<file path="config.mk">
export PLATFORM = sky130hd
export DESIGN_NAME = md5_block_packer
export DESIGN_NICKNAME = d
export VERILOG_FILES = /design/src/rtl/md5_block_packer_pkg.sv /design/src/rtl/md5_block_packer_pipe_slice.sv /design/src/rtl/md5_block_packer.sv
export SDC_FILE = /design/constraint.sdc
export NUM_CORES = 1
export LEC_CHECK = 0
export ABC_AREA = 1
export CAP_MARGIN = 20
export CORE_AREA = 4 4 267 269
export CTS_CLUSTER_SIZE = 10
export DETAILED_ROUTE_END_ITERATION = 12
export DIE_AREA = 0 0 271 273
export HOLD_SLACK_MARGIN = 0.12
export SYNTH_ARGS = -nofsm -noshare
export SYNTH_HDL_FRONTEND = slang
export SYNTH_SLANG_ARGS = --single-unit
</file>
<file path="constraint.sdc">
create_clock -name clk -period 1.81 [get_ports clk]
set_clock_uncertainty 0.2 [all_clocks]
set_input_delay 0.362 -clock clk [delete_from_list [all_inputs] [get_ports clk]]
set_output_delay 0.362 -clock clk [all_outputs]
set_load 0.03 [all_outputs]
</file>
<file path="src/rtl/md5_block_packer_pkg.sv">
`default_nettype none
// ============================================================================
// Module      : md5_block_packer_pkg
// Description : Shared constants and helpers for the MD5 single-block packer.
// Revision    : 1.0 - initial release
// ============================================================================
package md5_block_packer_pkg;

    localparam int          MD5_BLOCK_BITS      = 512;
    localparam logic [7:0]  MD5_PAD_BYTE        = 8'h80;
    localparam int          MD5_LEN_BYTE_OFFSET = 56;
    localparam int          MAX_GUESS_LEN       = 16;

    // Internal length width: enough to hold any legal MAX_LEN (<= 55).
    localparam int          LEN_W               = 6;

    // Length seen by the padder: the requested length, capped at max_len.
    function automatic logic [LEN_W-1:0] clamp_len(input logic [4:0] len,
                                                   input int         max_len);
        logic [LEN_W-1:0] r;
        if (int'(len) > max_len) begin
            r = LEN_W'(max_len);
        end else begin
            r = {1'b0, len};
        end
        return r;
    endfunction

endpackage : md5_block_packer_pkg
`default_nettype wire

</file>
<file path="src/rtl/md5_block_packer_pipe_slice.sv">
`default_nettype none
// ============================================================================
// Module      : md5_block_packer_pipe_slice
// Description : One valid/ready register stage. Accepts a new word whenever
//               the slot is empty or is being drained in the same cycle, so a
//               chain of slices sustains one transfer per cycle.
// Revision    : 1.0 - initial release
// ============================================================================
module md5_block_packer_pipe_slice #(
    parameter int WIDTH = 8
) (
    input  logic             clk,
    input  logic             reset,
    input  logic             up_valid_i,
    output logic             up_ready_o,
    input  logic [WIDTH-1:0] up_data_i,
    output logic             dn_valid_o,
    input  logic             dn_ready_i,
    output logic [WIDTH-1:0] dn_data_o
);

    logic             valid_q;
    logic             valid_d;
    logic [WIDTH-1:0] data_q;
    logic [WIDTH-1:0] data_d;

    assign up_ready_o = !valid_q || dn_ready_i;
    assign dn_valid_o = valid_q;
    assign dn_data_o  = data_q;

    // Next state: load when advancing; payload only changes on a real word so
    // an emptied slot keeps presenting its last value.
    always_comb begin
        valid_d = valid_q;
        data_d  = data_q;
        if (up_ready_o) begin
            valid_d = up_valid_i;
            if (up_valid_i) begin
                data_d = up_data_i;
            end
        end
    end

    // Stage register with synchronous reset.
    always_ff @(posedge clk) begin
        if (reset) begin
            valid_q <= 1'b0;
            data_q  <= '0;
        end else begin
            valid_q <= valid_d;
            data_q  <= data_d;
        end
    end

endmodule : md5_block_packer_pipe_slice
`default_nettype wire

</file>
<file path="src/rtl/md5_block_packer.sv">
`default_nettype none
// ============================================================================
// Module      : md5_block_packer
// Description : Turns a left-justified ASCII guess plus its length into one
//               fully padded 512-bit MD5 message block. Two register stages:
//               stage 1 holds the byte-reversed guess and clamped length,
//               stage 2 holds the finished block.
// Revision    : 1.0 - initial release
// ============================================================================
module md5_block_packer
    import md5_block_packer_pkg::*;
#(
    parameter int MAX_LEN = MAX_GUESS_LEN,
    parameter int CNT_W   = 48
) (
    input  logic                      clk,
    input  logic                      reset,
    input  logic                      in_valid,
    output logic                      in_ready,
    input  logic [8*MAX_LEN-1:0]      in_guess,
    input  logic [4:0]                in_len,
    input  logic                      in_last,
    output logic                      out_valid,
    input  logic                      out_ready,
    output logic [MD5_BLOCK_BITS-1:0] out_block,
    output logic                      out_last,
    output logic [CNT_W-1:0]          block_count
);

    localparam int GUESS_W = 8 * MAX_LEN;
    localparam int S1_W    = GUESS_W + LEN_W + 1;
    localparam int S2_W    = MD5_BLOCK_BITS + 1;

    // Stage-1 payload fields
    logic [GUESS_W-1:0]        guess_le_d;
    logic [S1_W-1:0]           s1_data_d;
    logic [S1_W-1:0]           s1_data_q;
    logic                      s1_valid_q;
    logic                      s1_ready;
    logic [GUESS_W-1:0]        s1_guess_q;
    logic [LEN_W-1:0]          s1_len_q;
    logic                      s1_last_q;

    // Stage-2 payload
    logic [MD5_BLOCK_BITS-1:0] blk_d;
    logic [S2_W-1:0]           s2_data_q;
    logic                      s2_ready;
    logic                      s2_valid_q;

    logic [CNT_W-1:0]          cnt_q;
    logic [CNT_W-1:0]          cnt_d;

    // Guess byte 0 sits at the MSB end of the input; move byte i to lane i.
    generate
        for (genvar gi = 0; gi < MAX_LEN; gi++) begin : g_byte_rev
            assign guess_le_d[8*gi +: 8] = in_guess[GUESS_W-1-8*gi -: 8];
        end
    endgenerate

    assign s1_data_d = {in_last, clamp_len(in_len, MAX_LEN), guess_le_d};

    md5_block_packer_pipe_slice #(
        .WIDTH (S1_W)
    ) u_stage1 (
        .clk        (clk),
        .reset      (reset),
        .up_valid_i (in_valid),
        .up_ready_o (s1_ready),
        .up_data_i  (s1_data_d),
        .dn_valid_o (s1_valid_q),
        .dn_ready_i (s2_ready),
        .dn_data_o  (s1_data_q)
    );

    // Nothing may be accepted while reset is being applied.
    assign in_ready = s1_ready && !reset;

    assign s1_guess_q = s1_data_q[GUESS_W-1:0];
    assign s1_len_q   = s1_data_q[GUESS_W +: LEN_W];
    assign s1_last_q  = s1_data_q[S1_W-1];

    // Block assembly: message bytes below L, pad byte at L, zeros elsewhere,
    // then the bit length little-endian in bytes 56..63. Bytes at or above L
    // are masked regardless of their content.
    always_comb begin
        blk_d = '0;
        for (int i = 0; i < MAX_LEN; i++) begin
            if (i < int'(s1_len_q)) begin
                blk_d[8*i +: 8] = s1_guess_q[8*i +: 8];
            end
        end
        blk_d[{s1_len_q, 3'b000} +: 8] = MD5_PAD_BYTE;
        blk_d[MD5_BLOCK_BITS-1 -: 64]  = {55'd0, s1_len_q, 3'b000};
    end

    md5_block_packer_pipe_slice #(
        .WIDTH (S2_W)
    ) u_stage2 (
        .clk        (clk),
        .reset      (reset),
        .up_valid_i (s1_valid_q),
        .up_ready_o (s2_ready),
        .up_data_i  ({s1_last_q, blk_d}),
        .dn_valid_o (s2_valid_q),
        .dn_ready_i (out_ready),
        .dn_data_o  (s2_data_q)
    );

    assign out_valid = s2_valid_q;
    assign out_block = s2_data_q[MD5_BLOCK_BITS-1:0];
    assign out_last  = s2_data_q[S2_W-1];

    // Count blocks handed to the MD5 core; wraps silently.
    always_comb begin
        cnt_d = cnt_q;
        if (s2_valid_q && out_ready) begin
            cnt_d = cnt_q + CNT_W'(1);
        end
    end

    // Block counter register.
    always_ff @(posedge clk) begin
        if (reset) begin
            cnt_q <= '0;
        end else begin
            cnt_q <= cnt_d;
        end
    end

    assign block_count = cnt_q;

endmodule : md5_block_packer
`default_nettype wire

</file>
## After elaboration in Yosys (flattened, before gate mapping)

Cells that the tools add are included.

| cells by class | value |
|---|---|
| add/sub/neg operators | 2 |
| order comparisons | 17 |
| shift-type cells | 2 |
| multiplexer cells | 18 |
| reductions and logical operators | 9 |

Operators by type and width:

| kind | number |
|---|---|
| $bwmux 512 | 1 |
| $shift 8x11->512 const A | 1 |
| $shiftx 8x11->512 const A | 1 |
| $mux 8 | 16 |
| $add 48x1->48 const B | 1 |
| $lt 4x6->1 const A | 8 |
| $lt 3x6->1 const A | 4 |
| $lt 1x6->1 const A | 2 |
| $lt 2x6->1 const A | 2 |
| $neg 9->11 | 1 |
| $gt 5x5->1 const B | 1 |
| $mux 5 | 1 |
| $reduce_and 2->1 | 2 |
| $logic_not 1->1 | 3 |
| $logic_and 1x1->1 | 2 |
| $logic_or 1x1->1 | 2 |

| storage, ports and cells | value |
|---|---|
| flip-flop bits (word level) | 640 |
| bits of input ports | 138 |
| output and inout port bits | 563 |
| logic and storage cells | 53 |

## Longest topological paths before layout

Gate-level depths: netlist of the first run.

| depth | value |
|---|---|
| depth after elaboration | 4 |
| mapped depth | 11 |
| mapped depth without buffers | 11 |

## Hierarchy

From an unflattened synthesis of the first run, not the netlist that was laid out.

| second synthesis, totals | value |
|---|---|
| cell total of the unflattened synthesis | 5196 |
| area, all modules | 33674.8 µm² |

By module, submodules not included:

| module | times used | cells an instance | area each (µm²) | sequential area each (µm²) |
|---|---|---|---|---|
| md5_block_packer_pipe_slice (u_stage2) | 1 | 3368 | 22880.7 | 10289.9 |
| md5_block_packer_pipe_slice (u_stage1) | 1 | 890 | 6054.6 | 2722.6 |
| md5_block_packer | 1 | 938 | 4739.5 | 960.9 |

## Worst setup path after synthesis of the first run

OpenSTA, ideal clock, no wires.

| timing | value |
|---|---|
| kind | register to register |
| start | register cnt_q[1], in the netlist block_count[1] |
| end | register cnt_q[30], in the netlist block_count[30] |
| library setup time | 0.116 ns |
| data arrival time | 1.733 ns |
| required time | 1.494 ns |
| setup slack | -0.239 ns |
| cell stages (with the launch flop) | 10 |
| path buffers | 0 |
| clock period less this slack | 2.049 ns |
| path through | dfxtp_1 -> ha_1 -> nand3_1 -> nor3_4 -> nand2_2 -> nor2_4 -> nand2_2 -> nor2_2 -> and2_1 -> nor2_1 |

| on the way | value |
|---|---|
| cells in the longest elaborated chain, start to end | 1 |

RTL lines:

| what | RTL line | RTL |
|---|---|---|
| start: declaration | md5_block_packer.sv:50 | `logic [CNT_W-1:0] cnt_q;` |
| start signal: assignment | md5_block_packer.sv:126 | `cnt_q <= cnt_d;` |
| $add 48x1->48 | md5_block_packer.sv:117 | `cnt_d = cnt_q + CNT_W'(1);` |

No other way between the ends.
A chain may end at the register's enable or synchronous reset.

## Worst setup path after layout of the first run

| timing | value |
|---|---|
| start | register u_stage1.data_q[129], in the netlist u_stage1.dn_data_o[129] |
| end | register u_stage2.data_q[112], in the netlist u_stage2.dn_data_o[112] |

| on the way | value |
|---|---|
| cells in the longest elaborated chain, start to end | 3 |
| elaborated cells on any way between the ends | 6 |
| classes of those cells | add/sub: 1; order compare: 1; shift: 2; mux: 2 |

RTL lines:

| what | RTL line | RTL |
|---|---|---|
| start: declaration | md5_block_packer_pipe_slice.sv:24 | `logic [WIDTH-1:0] data_q;` |
| start signal: assignment | md5_block_packer_pipe_slice.sv:51 | `data_q <= data_d;` |
| $neg 9->11 or $lt 4x6->1 (tied branches) | md5_block_packer.sv:92, md5_block_packer.sv:88 |  |
| $shiftx 8x11->512 (tied with other cells) | md5_block_packer.sv:92 | `blk_d[{s1_len_q, 3'b000} +: 8] = MD5_PAD_BYTE;` |
| $bwmux 512 (*) | md5_block_packer.sv:92 |  |
| end signal: assignment | md5_block_packer_pipe_slice.sv:51 |  |
| end: declaration | md5_block_packer_pipe_slice.sv:24 |  |

Mark *: on every way between the ends. The rest lies on a longest branch, timed or not.

==> results.py, run 1 <==
metrics = {
    "drt": {
        "avgViaCountPerCell": 4.14,
        "vias": 15400,
        "drc_errors": 0,
        "postRouteAntennaNets": 0,
        "dr.pass1.iters": 5,
        "routed_wl_mm": 61.4,
        "drtIter0Drc": 775,
        "wl_per_cell_um": 16.5,
    },
    "timing": {
        "fmax_mhz": 504,
        "min_period_over_period": 1.10,
        "finalSetupViolCount": 104,
        "period_needed_ns": 1.98,
        "rsz0062_at_grt": "true",
        "tns_ns": -8.00,
        "setup_ws_ns": -0.175,
        "drv_slew": 0,
        "finalHoldViolCount": 0,
    },
    "yosys": {
        "netlist_instances": 2226,
        "synth_edf_count": 0,
        "syn_avg_cell_area_um2": 7.46,
        "yosys_warnings": 0,
        "synth-seq-cells": 358,
        "synthDistinctLibCells": 40,
        "seq_area_frac_synth": 0.431,
        "synthFlopType": "dfxtp_1",
        "synth_area_um2": 16600,
        "synth-async-reset-ratio": 0,
    },
    "grt": {
        "grt.total_usage": 0.150,
        "grt_max_degree": 67,
        "grt.overflow.total": 0,
        "antenna_found_initial": 4,
        "grt_pass1_wl_mm": 86.6,
        "grt_pass1_vias": 13800,
    },
    "power_and_ir_drop": {
        "power.total_mw": 20.9,
        "internal-power_mw": 14.7,
        "p_switching_mw": 6.22,
        "ir_drop_mv": 0.651,
        "p_leak_nw": 10.1,
        "pwr-share-clk": 0.441,
        "pwr-share-comb": 0.160,
        "seq_power_share": 0.399,
        "power.density_nw_per_um2": 871,
        "p_sw_frac": 0.297,
    },
    "worst_setup_path": {
        "path_class": "reg -> reg",
        "critPathMaxFanout": 8,
        "rrSetupSlack_ns": -0.17,
        "cp_slowest_cell": "dfxtp_2",
        "slowest_delay_ns": 0.32,
        "worst_ep_arrival_time_ns": 2.22,
        "critPathCaptureType": "flop",
        "start_kind": "flop",
        "cp_cell_sequence": "inv_2, ha_4, nand2_4, nand2_4, nand4_1, nor2_4, nand2_8, nand3_4, a21oi_2",
        "crit_required_ns": 2.05,
        "cpMostUsedCell": "nand2_4",
    },
    "clock_network": {
        "cts_root_buffer": "clkbuf_16",
        "cts_tree": "built",
        "cts_buffer_depth": 3,
        "clkSinkCount": 358,
        "clk-insertion-delay-late_ns": 0.60,
        "numCtsBuffers": 46,
        "clkSlewWorstSetupHoldPaths_ns": 0.06,
        "htree_num_levels": 2,
    },
    "floorplanning": {
        "fp.dieArea_um2": 74000,
        "initial_utilization": 0.242,
        "core-area_um2": 68600,
        "pin_count": 701,
        "die_w_um": 271,
        "die_y_um": 273,
        "rows": 96,
    },
    "finish": {
        "fill_cells": 7245,
        "nets": 2909,
        "mostFrequentLayoutCells": "conb_1, nor2_1, dfxtp_1",
        "register_area_um2": 7250,
        "final_common_cell": "conb_1",
        "syn_to_final_growth_pct": 44.5,
        "multi_input_area_um2": 8230,
        "drive_above_1_share": 0.278,
        "fin_cells": 3721,
    },
    "placement": {
        "hpwl_mm": 44.7,
        "place.port_buffers": 361,
        "gp_congestion": 0.884,
        "dp_cells": 3615,
    },
    "status": {
        "outcome": "finished, violations left",
        "violations": "negative setup slack",
    },
    "job": {
        "max-cap-violations": 0,
    },
    "hold_path": {
        "hold_class": "in -> reg",
    },
}
cells in the mapped netlist (8+ instances only):
| master | instances | area share |
|---|---|---|
| nor2_1 | 352 | 0.080 |
| o21ai_0 | 190 | 0.057 |
| nand2_1 | 332 | 0.075 |
| a31oi_1 | 8 | 0.0030 |
| a21oi_1 | 210 | 0.063 |
| inv_2 | 8 | 0.0018 |
| dfxtp_1 | 358 | 0.43 |
| nand3_1 | 98 | 0.030 |
| buf_2 | 13 | 0.0039 |
| nand2_4 | 9 | 0.0061 |
| buf_4 | 342 | 0.15 |
| clkbuf_1 | 82 | 0.019 |
| nand4_1 | 32 | 0.012 |
| nand2_2 | 8 | 0.0030 |
| inv_1 | 100 | 0.023 |
| nor3_1 | 27 | 0.0081 |
area by class of cell:
cell class | instances | share of cell area
inverters | 109 | 0.0183
diodes | 2 | 0.000208
multi-input cells | 1658 | 0.343
clock inverters | 10 | 0.00787
flip-flops and latches | 358 | 0.302
well taps | 931 | 0.0485
repair buffers | 592 | 0.225
clock buffers | 60 | 0.0548
repair inverters | 1 | 0.000261
power by group through the flow:
stage / sequential [mW] / clock [mW] / combinational, mW
floorplan: 8.65 / 0 / 2.37
global placement: 8.51 / 0 / 3.16
detailed placement: 8.51 / 0 / 3.17
CTS: 8.34 / 9.55 / 3.22
global route: 8.38 / 9.87 / 3.57
finish: 8.35 / 9.23 / 3.34
sequential cells by signal, summed over array words and instances, names as in the netlist:
name	flops
u_stage2.dn_valid_o	1
block_count	48
u_stage2.dn_data_o	174
u_stage1.dn_valid_o	1
u_stage1.dn_data_o	134
per-layer routing:
layer	GRT usage	up-vias	share of wire
met3	0.0468	88	0.082
met5	0	-	0
li1	-	7601	-
met2	0.260	504	0.49
met4	0.0448	0	0.026
met1	0.179	7204	0.40
per-stage QoR:
| stage | setup WS (ns) | hold slack [ns] | cell area [um2] | util |
|---|---|---|---|---|
| 2_1_floorplan | -0.00855 | 0.230 | 17900 | - |
| 3_3_place_gp | -0.613 | 0.225 | 21800 | 0.318 |
| 3_5_place_dp | -0.632 | 0.228 | 21800 | 0.318 |
| 4_1_cts | -0.158 | 0.0290 | 23200 | 0.338 |
| 5_1_grt | -0.234 | 0.169 | 24000 | 0.350 |
| 6_report | -0.175 | 0.175 | 24000 | 0.350 |
kinds of logic after synthesis:
kind of cell    after synthesis  share of synthesized area
xor+xnor                      8                    0.00422
flops                       358                      0.431
compound gates              418                      0.128
simple gates                888                      0.229
buf+inv                     548                      0.203
fa+ha+maj                     5                    0.00377
other cells                   1                   0.000226
worst max-delay path: cells and delay by family (launching register included):
family,cells,cell delay (ns)
buf+inv,1,0.09
compound gates,1,0.05
simple gates,6,0.95
flops,1,0.32
fa+ha+maj,1,0.18
path summary, 6_finish.rpt:
check,start,end,cells past startpoint
hold reg to reg,u_stage2.dn_data_o[407],u_stage2.dn_data_o[407],2
hold / removal,in_guess[72],u_stage1.dn_data_o[48],3
setup reg to reg,u_stage1.dn_data_o[129],u_stage2.dn_data_o[112],9
setup / recovery,u_stage1.dn_data_o[129],u_stage2.dn_data_o[112],9
what timing repair did:
item / CTS / global route
hold endpoints to repair: 176 / 35
pin swaps: 19 / 70
hold buffers: 1 / 1
buffers inserted: 21 / 13
cloned: 0 / 1
gates resized for setup: 936 / 219
endpoints found under the setup margin: 312 / 199
(Power assumes the default switching activity.)
==> run 2, diff against run 1 <==
--- a/config.mk
+++ b/config.mk
@@ -5,12 +5,11 @@
 export SDC_FILE = /design/constraint.sdc
 export NUM_CORES = 1
 export LEC_CHECK = 0
-export ABC_AREA = 1
 export CAP_MARGIN = 20
-export CORE_AREA = 4 4 267 269
+export CORE_AREA = 4 4 271 273
 export CTS_CLUSTER_SIZE = 10
 export DETAILED_ROUTE_END_ITERATION = 12
-export DIE_AREA = 0 0 271 273
+export DIE_AREA = 0 0 275 277
 export HOLD_SLACK_MARGIN = 0.12
 export SYNTH_ARGS = -nofsm -noshare
 export SYNTH_HDL_FRONTEND = slang
==> results.py, run 2 <==
metrics = {
    "timing": {
        "rsz0062_at_grt": "true",
        "tns_ns": -19.62,
        "min_period_over_period": 1.11,
        "fmax_mhz": 496,
        "hold_slack_ns": 0.157,
        "finalHoldViolCount": 0,
        "drv_slew": 0,
        "worstMarginPinSlew_ns": 0.533,
        "finalSetupViolCount": 152,
        "period_needed_ns": 2.02,
        "setup_ws_ns": -0.205,
        "slew_headroom": 0.645,
    },
    "clock_network": {
        "cts_root_buffer": "clkbuf_16",
        "clkSlewWorstSetupHoldPaths_ns": 0.05,
        "cts_tree": "built",
        "numCtsBuffers": 47,
        "cts_buffer_depth": 3,
        "clk-insertion-delay-late_ns": 0.58,
        "clkSinkCount": 358,
        "htree_num_levels": 2,
    },
    "yosys": {
        "netlist_instances": 1795,
        "synth_top_cell_area_share": 0.456,
        "synth.area.top_cells": "dfxtp_1, buf_4, nand2_1",
        "synthMuxAreaShare": 0.00191,
        "synthDistinctLibCells": 75,
        "synth-simple-area-share": 0.174,
        "synth_fa_ha_area_frac": 0.00398,
        "synth-async-reset-ratio": 0,
        "synth_top_family_by_area": "buffers and inverters",
        "syn_avg_cell_area_um2": 8.76,
        "synth_edf_count": 0,
        "synth-seq-cells": 358,
        "synth_most_common_cell": "dfxtp_1",
        "yosys-top-cells-count": "dfxtp_1, buf_4, nand2_1",
        "yosys_warnings": 0,
        "synth_top_area_cell": "dfxtp_1",
        "seq_area_frac_synth": 0.456,
        "synthFlopType": "dfxtp_1",
        "synth_xor_area_frac": 0.0239,
        "synth_area_um2": 15700,
        "synth_compound_area_frac": 0.146,
    },
    "finish": {
        "fin_cells": 3407,
        "syn_to_final_growth_pct": 54.8,
        "final_common_cell": "conb_1",
        "mostFrequentLayoutCells": "conb_1, nand2_1, dfxtp_1",
        "nets": 2570,
        "design_area_um2": 24300,
        "drive_above_1_share": 0.304,
        "utilization": 0.342,
        "largest_register_ffs": 174,
        "fill_cells": 7284,
    },
    "drt": {
        "vias": 13700,
        "drtIter0Drc": 592,
        "avgViaCountPerCell": 4.02,
        "routed_wl_mm": 56.4,
        "wl_per_cell_um": 16.6,
        "dr.pass1.iters": 4,
        "drc_errors": 0,
        "postRouteAntennaNets": 0,
    },
    "floorplanning": {
        "die_y_um": 277,
        "initial_utilization": 0.221,
        "core-area_um2": 71100,
        "die_w_um": 275,
        "pin_count": 701,
        "rows": 98,
        "fp.dieArea_um2": 76200,
    },
    "placement": {
        "dp_cells": 3190,
        "placed_area_um2": 21100,
        "place.port_buffers": 361,
        "gp_congestion": 0.816,
        "place_ws_ns": -0.736,
        "hpwl_mm": 40.5,
    },
    "worst_setup_path": {
        "cpMostUsedCell": "buf_6",
        "slowest_delay_ns": 0.39,
        "worst_ep_arrival_time_ns": 2.27,
        "cp_cell_sequence": "inv_4, ha_4, buf_6, clkinv_4, nand2_4, o32ai_4, buf_6, a211oi_4, buf_12, a22o_1",
        "cp_slowest_cell": "dfxtp_4",
        "reg2reg_depth": 10,
        "r2r_start": "u_stage1.dn_data_o[129]",
        "start_kind": "flop",
        "crit_end": "u_stage2.dn_data_o[64]",
        "critPathCaptureType": "flop",
        "crit_start": "u_stage1.dn_data_o[129]",
        "critPathMaxFanout": 7,
        "crit_required_ns": 2.07,
        "rrSetupSlack_ns": -0.21,
        "path_class": "reg -> reg",
        "timing.rr.end": "u_stage2.dn_data_o[64]",
    },
    "power_and_ir_drop": {
        "power.total_mw": 20.4,
        "pwr-share-comb": 0.148,
        "p_leak_nw": 10.7,
        "internal-power_mw": 14.6,
        "ir_drop_mv": 0.614,
        "p_sw_frac": 0.281,
        "pwr-share-clk": 0.449,
        "p_switching_mw": 5.73,
        "power.density_nw_per_um2": 836,
        "seq_power_share": 0.403,
    },
    "status": {
        "violations": "negative setup slack",
        "outcome": "finished, violations left",
    },
    "grt": {
        "antenna_found_initial": 4,
        "grt.total_usage": 0.134,
        "grt_pass1_vias": 12500,
        "grt_pass1_wl_mm": 79.0,
        "grt.overflow.total": 0,
        "grt_max_degree": 93,
    },
    "hold_path": {
        "hold_class": "in -> reg",
    },
    "job": {
        "max-cap-violations": 0,
    },
}
[run 2: cell count changes after synthesis, moves of 11 or more]
cell      before  now
xnor2_1        1   29
o21ai_0      190   12
nor2_1       352  121
clkbuf_1      82   71
a22oi_1        0   44
a21oi_1      210  152
nand3_1       98   22
nand4_1       32   16
and2_1         1   27
inv_1        100   11
a22o_1         0   84
nor4_1         0   13
[run 2: power groups by stage]
stage | registers, mW | clock network, mW | logic [mW]
floorplan | 8.42 | 0 | 2.17
finish | 8.21 | 9.15 | 3.01
global placement | 8.37 | 0 | 2.64
detailed placement | 8.37 | 0 | 2.65
global route | 8.23 | 9.81 | 3.20
CTS | 8.20 | 9.52 | 2.87
[run 2: critical path, delay by kind of cell (launching register included)]
family | cells | cell delay (ns)
and+or+nand+nor | 1 | 0.05
adders and majority gates | 1 | 0.18
AOI/OAI and AO/OA | 3 | 0.55
DFF | 1 | 0.39
buffers and inverters | 5 | 0.50
[run 2: timing repair]
action	4_1_cts	5_1_grt
hold buffers	93	0
gates cloned	0	6
buffers inserted	12	36
hold endpoints to repair	99	0
setup endpoints to repair	496	296
gates resized for setup	919	209
pin swaps	26	100
[run 2: routing by layer]
metal | track usage | vias up | wire (um)
met4 | 0.0295 | 4 | 1180
met3 | 0.0386 | 81 | 4390
met1 | 0.172 | 6497 | 23400
li1 | - | 6643 | -
met2 | 0.224 | 455 | 27500
met5 | 0 | - | 27
[run 2: cell type report]
| type | instances | area [um2] | area share |
|---|---|---|---|
| multi-input cells | 1323 | 7910 | 0.325 |
| well taps | 950 | 1190 | 0.0488 |
| flip-flops and latches | 358 | 7290 | 0.300 |
| repair buffers | 685 | 6400 | 0.263 |
| inverters | 12 | 55.1 | 0.00226 |
| clock buffers | 67 | 1380 | 0.0565 |
| clock inverters | 9 | 120 | 0.00493 |
| diodes | 3 | 7.51 | 0.000308 |
[run 2: how the worst min path moves through the flow]
stage                            startpoint                      end  cells after the start
floorplan           u_stage1.dn_data_o[134]  u_stage2.dn_data_o[512]                      2
global placement    u_stage1.dn_data_o[106]  u_stage1.dn_data_o[106]                      2
detailed placement  u_stage2.dn_data_o[447]  u_stage2.dn_data_o[447]                      1
CTS                           in_guess[121]    u_stage1.dn_data_o[1]                      3
global route                   in_guess[18]  u_stage1.dn_data_o[106]                      3
finish                         in_guess[18]  u_stage1.dn_data_o[106]                      3
[run 2: cells by family after synthesis]
group | Yosys count
buffers and inverters | 453
adder cells (fa/ha/maj) | 5
AO/OA/AOI/OAI | 335
XOR/XNOR | 43
AND/OR/NAND/NOR | 597
multiplexers | 3
flip-flops | 358
other | 1
==> patch, RTL diff (flow settings as in run 1) <==
Register the output `block_count` once more, without a reset; this adds one clock of latency there. The other outputs are not delayed to match.
--- a/src/rtl/md5_block_packer.sv
+++ b/src/rtl/md5_block_packer.sv
@@ -127,7 +127,9 @@
         end
     end
 
-    assign block_count = cnt_q;
+    always_ff @(posedge clk) begin
+        block_count <= cnt_q;
+    end
 
 endmodule : md5_block_packer
 `default_nettype wire
Check against the original RTL: not settled (the Yosys comparison gave no result); the edit may change what the design does.
==> patch against run 1 <==
Wire length increased by 0.33%. Area after synthesis increased by 5.5%. Sequential cell count increased by 48. Cell area is 1.8% higher. Clock power decreased by 0.5%. Setup slack gained 0.051 ns. Critical path type unchanged. The run still ends with setup timing left. Total power is 4.9% higher. Count of clock-buffer cells in the layout grew 1.
==> patch: results (changes against run 1) <==
Status
The flow ran to the end, but the final reports show violations. The checks that failed: setup timing.

Worst hold path
The type of the most critical hold path is reg2reg. The number of stages on the worst hold path is 0 (-3). The path with the worst hold slack has its endpoint at block_count[47]$_DFF_P_.

Finish
The count of plain and timing-repair buffers came to 595 (+0.51%). The fraction of layout instances using a drive strength above 1 is 24.5% (-3.3 points). The non-clock buffering overhead in the final layout is 22.0% (-0.54 points). The number of multi-input combinational cells in the layout came to 1644 (-0.84%). The number of standard cells in the layout, taps in and fillers out came to 3755 (+0.91%). The final-layout clock buffer total is 61 (+1.7%). The fraction of standard cell area in multi-input logic came to 32.1% (-2.2 points).

GRT
The via count of the first global-routing pass was 14.4k (+4.2%). The met2 track demand over resource in global routing came to 26.0% (+0.080 points). The global-route wire length before repair came to 89000 um (+2.8%). The met3 demand-to-capacity share in global routing is 4.35% (-0.33 points).

Place
The cell total after placement is 3658 (+1.2%). The post-detailed-placement half-perimeter wirelength is 45800 um (+2.4%). The cell area after placement is 22800 um2 (+4.5%). The global placement routability congestion came to 0.873 (-1.3%). The post-placement setup slack is -0.596 ns (+0.0358 ns).

Clocking
The total CTS buffers is 50 (+8.7%).

Logic synthesis
The sequential fraction of the synthesis area is 46.4% (+3.2 points). By count the netlist is led by 406 x sky130_fd_sc_hd__dfxtp_1, 366 x sky130_fd_sc_hd__nor2_1, 341 x sky130_fd_sc_hd__buf_4, 297 x sky130_fd_sc_hd__nand2_1, 207 x sky130_fd_sc_hd__a21oi_1.

Worst setup path
The data arrival time of the critical path is 2.24 ns (+0.02 ns). The depth of the worst register-to-register path came to 12 (+3). The critical path's slowest cell is sky130_fd_sc_hd__dfxtp_4.

Timing
The final number of setup-violating endpoints was 100 (-3.8%). The minimum setup slack in the final design is -0.123 ns (+0.0513 ns).

Drt
The routed length on met3 is 4450 um (-11%). The violation count after the first detailed-routing iteration is 804 (+3.7%). The detailed route wirelength on metal2 is 29600 um (-2.5%).

Pwr
The leakage component of the power is 10.2 nW (+0.49%). The maximum vdd ir drop is 0.654 mV (+0.49%).
==> patch: cells by family after synthesis <==
family                     after synthesis  synth area share (%)
AOI/OAI and AO/OA                      408                  11.8
xor gates and xnor gates                 8                 0.400
adders and majority gates                5                 0.357
buffers and inverters                  545                  19.2
DFF                                    406                  46.4
other                                    1                0.0214
and+or+nand+nor                        883                  21.9
==> patch: repair_timing <==
| action | CTS | global route |
|---|---|---|
| hold buffers | 10 | 0 |
| pin swaps | 18 | 26 |
| cloned | 2 | 0 |
| resized for setup | 842 | 127 |
| buffers inserted | 5 | 7 |
| endpoints found under the setup margin | 328 | 230 |
| endpoints found under the hold margin | 55 | 0 |
==> patch: power groups by stage <==
stage / logic, W / registers, W / clock network (W)
after floorplan: 0.00241 / 0.00974 / 0
after global placement: 0.00325 / 0.00960 / 0
after detailed placement: 0.00326 / 0.00961 / 0
after CTS: 0.00332 / 0.00942 / 0.00951
after global routing: 0.00361 / 0.00944 / 0.00985
final: 0.00336 / 0.00941 / 0.00918
